### src/rtl/mips_cpu_seq_pkg.sv
// Shared types for the MIPS CPU phase sequencer.
//   seq_state_e : major state (HALT, FETCH, EXEC, STALL)
//   phase_idx_t : index of the current execute phase
//   phase_t     : full sequencer position = major state + execute index
//   MAX_EXEC    : largest supported number of execute phases
package mips_cpu_seq_pkg;

    localparam int MAX_EXEC = 4;

    typedef enum logic [1:0] {
        ST_HALT  = 2'd0,
        ST_FETCH = 2'd1,
        ST_EXEC  = 2'd2,
        ST_STALL = 2'd3
    } seq_state_e;

    typedef logic [$clog2(MAX_EXEC)-1:0] phase_idx_t;

    typedef struct packed {
        seq_state_e st;
        phase_idx_t idx;
    } phase_t;

endpackage

### src/rtl/mips_cpu_sat_counter.sv
// Saturating up-counter used for the sequencer performance counters.
// Ports:
//   clk   in   system clock
//   reset in   synchronous active-high clear
//   inc   in   count one event this cycle
//   count out  current value; sticks at all-ones instead of wrapping
module mips_cpu_sat_counter #(
    parameter int WIDTH = 16
) (
    input  logic             clk,
    input  logic             reset,
    input  logic             inc,
    output logic [WIDTH-1:0] count
);

    always_ff @(posedge clk) begin
        if (reset) begin
            count <= '0;
        end else if (inc && (count != '1)) begin
            count <= count + WIDTH'(1);
        end
    end

endmodule

### src/rtl/mips_cpu_phase_sequencer.sv
// CPU control sequencer: FETCH followed by up to NUM_EXEC execute phases, with a
// memory-wait stall that returns to the interrupted phase, a halt state left only
// by reset, and early instruction completion via skip_exec.
// Optional feature: define MIPS_CPU_SEQ_PERF_EN to build saturating performance
// counters; otherwise instr_count and stall_cycles are constant 0.
// Ports:
//   clk          in   system clock
//   reset        in   synchronous active-high reset
//   halt         in   halt request, honoured in FETCH only
//   waitrequest  in   memory busy, freezes the current phase
//   skip_exec    in   current execute phase is the last of this instruction
//   active       out  low only in HALT
//   phase_f      out  high in FETCH
//   phase_exec   out  one-hot execute phase strobes
//   stalled      out  high in STALL
//   instr_done   out  one-cycle pulse in the first FETCH after retirement
//   instr_count  out  retired instruction count (perf)
//   stall_cycles out  cycles spent stalled (perf)
module mips_cpu_phase_sequencer
    import mips_cpu_seq_pkg::*;
#(
    parameter int NUM_EXEC = 2,
    parameter int CNT_W    = 16
) (
    input  logic                clk,
    input  logic                reset,
    input  logic                halt,
    input  logic                waitrequest,
    input  logic                skip_exec,
    output logic                active,
    output logic                phase_f,
    output logic [NUM_EXEC-1:0] phase_exec,
    output logic                stalled,
    output logic                instr_done,
    output logic [CNT_W-1:0]    instr_count,
    output logic [CNT_W-1:0]    stall_cycles
);

    localparam phase_idx_t LAST_IDX = phase_idx_t'(NUM_EXEC - 1);
    localparam phase_t     POS_FETCH = '{st: ST_FETCH, idx: '0};

    phase_t cur;
    phase_t nxt;
    phase_t ret_phase;
    phase_t ret_nxt;
    logic   done_nxt;

    always_ff @(posedge clk) begin
        if (reset) begin
            cur        <= POS_FETCH;
            ret_phase  <= POS_FETCH;
            instr_done <= 1'b0;
        end else begin
            cur        <= nxt;
            ret_phase  <= ret_nxt;
            instr_done <= done_nxt;
        end
    end

    always_comb begin
        nxt      = cur;
        ret_nxt  = ret_phase;
        done_nxt = 1'b0;
        case (cur.st)
            ST_FETCH: begin
                if (waitrequest) begin
                    nxt     = '{st: ST_STALL, idx: cur.idx};
                    ret_nxt = cur;
                end else if (halt) begin
                    nxt = '{st: ST_HALT, idx: '0};
                end else begin
                    nxt = '{st: ST_EXEC, idx: '0};
                end
            end
            ST_EXEC: begin
                if (waitrequest) begin
                    nxt     = '{st: ST_STALL, idx: cur.idx};
                    ret_nxt = cur;
                end else if (skip_exec || (cur.idx == LAST_IDX)) begin
                    nxt      = POS_FETCH;
                    done_nxt = 1'b1;
                end else begin
                    nxt = '{st: ST_EXEC, idx: cur.idx + phase_idx_t'(1)};
                end
            end
            ST_STALL: begin
                // The interrupted phase is re-entered, so its work is redone.
                if (!waitrequest) begin
                    nxt = ret_phase;
                end
            end
            default: begin
                nxt = cur;
            end
        endcase
    end

    always_comb begin
        active     = (cur.st != ST_HALT);
        phase_f    = (cur.st == ST_FETCH);
        stalled    = (cur.st == ST_STALL);
        phase_exec = '0;
        for (int k = 0; k < NUM_EXEC; k++) begin
            phase_exec[k] = (cur.st == ST_EXEC) && (cur.idx == phase_idx_t'(k));
        end
    end

`ifdef MIPS_CPU_SEQ_PERF_EN
    logic stall_inc;
    assign stall_inc = (cur.st == ST_STALL);

    mips_cpu_sat_counter #(.WIDTH(CNT_W)) u_instr_cnt (
        .clk   (clk),
        .reset (reset),
        .inc   (done_nxt),
        .count (instr_count)
    );

    mips_cpu_sat_counter #(.WIDTH(CNT_W)) u_stall_cnt (
        .clk   (clk),
        .reset (reset),
        .inc   (stall_inc),
        .count (stall_cycles)
    );
`else
    assign instr_count  = '0;
    assign stall_cycles = '0;
`endif

endmodule
### config.mk
export PLATFORM = sky130hd
export DESIGN_NAME = mips_cpu_phase_sequencer
export DESIGN_NICKNAME = d
export VERILOG_FILES = /design/src/rtl/mips_cpu_seq_pkg.sv /design/src/rtl/mips_cpu_sat_counter.sv /design/src/rtl/mips_cpu_phase_sequencer.sv
export SDC_FILE = /design/constraint.sdc
export NUM_CORES = 1
export LEC_CHECK = 0
export ABC_CLOCK_PERIOD_IN_PS = 2100
export BUFFER_PORTS_ARGS = -buffer_cell sky130_fd_sc_hd__buf_2
export CORE_MARGIN = 2
export CORE_UTILIZATION = 43
export DETAILED_ROUTE_END_ITERATION = 7
export GPL_TIMING_DRIVEN = 1
export PLACE_DENSITY = 0.78
export SLEW_MARGIN = 20
export SYNTH_ARGS = -nofsm -noshare
export SYNTH_HDL_FRONTEND = slang
export SYNTH_SLANG_ARGS = --single-unit
### constraint.sdc
create_clock -name clk -period 2.1 [get_ports clk]
set_input_delay 0.105 -clock clk [delete_from_list [all_inputs] [get_ports clk]]
set_output_delay 0.105 -clock clk [all_outputs]
set_load 0.1 [all_outputs]
==> out/results.ini <==
[outcome]
status=completed

[sta]
whs_ns=0.123
max_freq_mhz=589
drv_slew=0
hold_viol=0
min_period_ns=1.70
rsz0062_at_grt=no
tns_ns=0
fin_skew_ns=0.00254
setup_viol=0
fin_crit_sh_pct=80.8

[die]
core_area_mm2=0.00173
rows=15
die_h_um=46.9
die_area_mm2=0.00219
io_pins=43
dieWidth_um=46.9
start_util_pct=45.7

[clock_tree]
clock_latency_ns=0.27
cts_resized=0
clkTransAtPathRegs_ns=0.07
postCtsHoldBufs=0
cts_buffer_depth=2
cts_inserted_buffers=3
clockRootBuffer=clkbuf_4
h-tree-depth=1
postCtsSetupBuffers=0
cts_tree=done
clock_sinks=9

[critical_path]
crit_path_max_incr_delay_ns=0.50
cp_top_family=simple AND/OR/NAND/NOR gates
crit_buf_inv=1
worstPathMaxFanout=8
start_kind=flop
path_cells=inv_1, ha_1, or4b_1, a2bb2oi_1, a211oi_2
arrival_ns=1.90
required_ns=2.30
slowest_stage=or4b_1
cp-end-kind=flop
path_class=flop to flop

[cells_and_area]
diodes=0
final_area_um2=766
final_core_util_pct=44.3
final_nets=119
nFillCells=189
syn_to_final_growth_pct=-3.01
layout.cells.most_common_list=conb_1 (32), buf_2 (10), dfxtp_1 (9)
drive_gt1_share_pct=16.8
layout_commonest_cell=conb_1

[power]
p_sw_w=0.000591
clkPwrFrac_pct=14.6
swShare_pct=62.0
p_comb_share_pct=61.6
ir_drop_v=0.000513
seqPwrFrac_pct=23.8
p_int_w=0.000363
cellPowerDensity_mw_per_mm2=1250
leakage_nw=0.390

[routing]
finalWirelength_um=1240
vias=589
drt_first_pass_iters=4
wire_per_inst_um=9.42
first_iter_violations=9
drcViolationCount=0
vias_per_cell=4.46
ant_nets=0

[place]
place.gp.congestion=0.866
place_area_um2=738
hpwlAfterDp_um=978
io_buffers=10

[run]
maxCapViolCount=0

[global_routing]
grt_pass1_wl_um=1970
grt_pass1_vias=483
grt_max_degree=16
grt_overflow=0
grtUsageTotal_pct=12.8
antenna_found_initial=0

[yosys]
ys_types=26
synth_cells=96
ys_ff_latch=9
yosys_warnings=0
synth_top_area_share_pct=30.4
synthTopCellsByArea=buf_4 (30%), dfxtp_1 (23%), ha_1 (9.5%)
syn-cell-area_um2=790
syn_avg_cell_area_um2=8.22
yosys.area.top_type=buf_4
yosysSeqAreaShare_pct=22.8

[worst_hold_path]
hp-class=input port to flop

==> flip-flops by register name (all words and copies together) (netlist names) <==
register / cells
ret_phase: 4
instr_done: 1
cur: 4
==> power by group through the flow <==
| stage | logic, W | registers, W | clock network [W] |
|---|---|---|---|
| after floorplan | 0.000585 | 0.000225 | 0 |
| after global placement | 0.000579 | 0.000228 | 0 |
| after detailed placement | 0.000585 | 0.000230 | 0 |
| after CTS | 0.000587 | 0.000226 | 0.000145 |
| after global routing | 0.000622 | 0.000231 | 0.000153 |
| final | 0.000588 | 0.000227 | 0.000139 |
==> metal layers <==
layer	GRT usage [%]	up-vias	wire length, µm
met5	0	-	0
met4	6.11	0	25
met3	7.31	5	115
met2	18.6	32	571
met1	15.3	271	532
li1	-	281	-
==> cells by family (layout without fill, tap and decap cells) <==
kind of cell / Yosys count / after routing / synth area share [%]
and+or+nand+nor: 19 / 19 / 12.8
other: 1 / 32 / 0.475
AOI/OAI and AO/OA: 18 / 18 / 15.7
muxes: 3 / 3 / 4.28
buffers and inverters: 40 / 20 / 34.4
DFF: 9 / 9 / 22.8
adders and majority gates: 6 / 6 / 9.51
==> synthesized netlist by cell type <==
cell,instances
buf_2,1
a211oi_2,1
and3b_1,1
inv_1,5
dfxtp_1,9
ha_1,6
buf_1,1
o31ai_1,1
mux2_2,3
a211o_1,2
o21ai_0,3
nor2_1,5
nand2b_1,1
nand2_1,4
nand3_1,3
conb_1,1
or4b_1,1
buf_4,32
a211oi_1,1
and2_1,3
a21oi_1,6
a2bb2oi_1,2
clkinv_1,1
a311oi_1,1
nor4b_1,1
a22oi_1,1
==> final cells by class <==
class                      count  area [µm²]  share of cell area, %
clock buffer                   3        22.5                   2.94
inverter                       6        22.5                   2.94
multi-input combinational     78         454                   59.3
tap                           25        31.3                   4.08
clock inverter                 1        5.00                  0.654
timing repair buffer          10        50.0                   6.54
sequential                     9         180                   23.5
==> metrics by stage <==
step           total power [W]  setup slack, ns  cells
2_1_floorplan         0.000810           0.0923    127
3_3_place_gp          0.000807            0.469    128
3_5_place_dp          0.000816            0.427    128
4_1_cts               0.000958            0.400    132
5_1_grt                0.00101            0.275    132
6_report              0.000954            0.403    132
==> worst reg2reg max path, delay by kind of cell, from the launching register on <==
kind / cells / cell delay, ns
and+or+nand+nor: 1 / 0.50
adders and majority gates: 1 / 0.28
DFF: 1 / 0.33
AOI/OAI and AO/OA: 2 / 0.38
buffers and inverters: 1 / 0.12
==> path summary, 6_finish.rpt <==
check / from / endpoint / slack, ns / depth (start not counted)
worst max register to register: cur[2] / cur[1] / 0.40 / 5
worst max-delay path: cur[2] / cur[1] / 0.40 / 5
worst min register to register: ret_phase[1] / ret_phase[1] / 0.46 / 2
worst min-delay path: reset / cur[1] / 0.12 / 2
(Power assumes the default switching activity.)
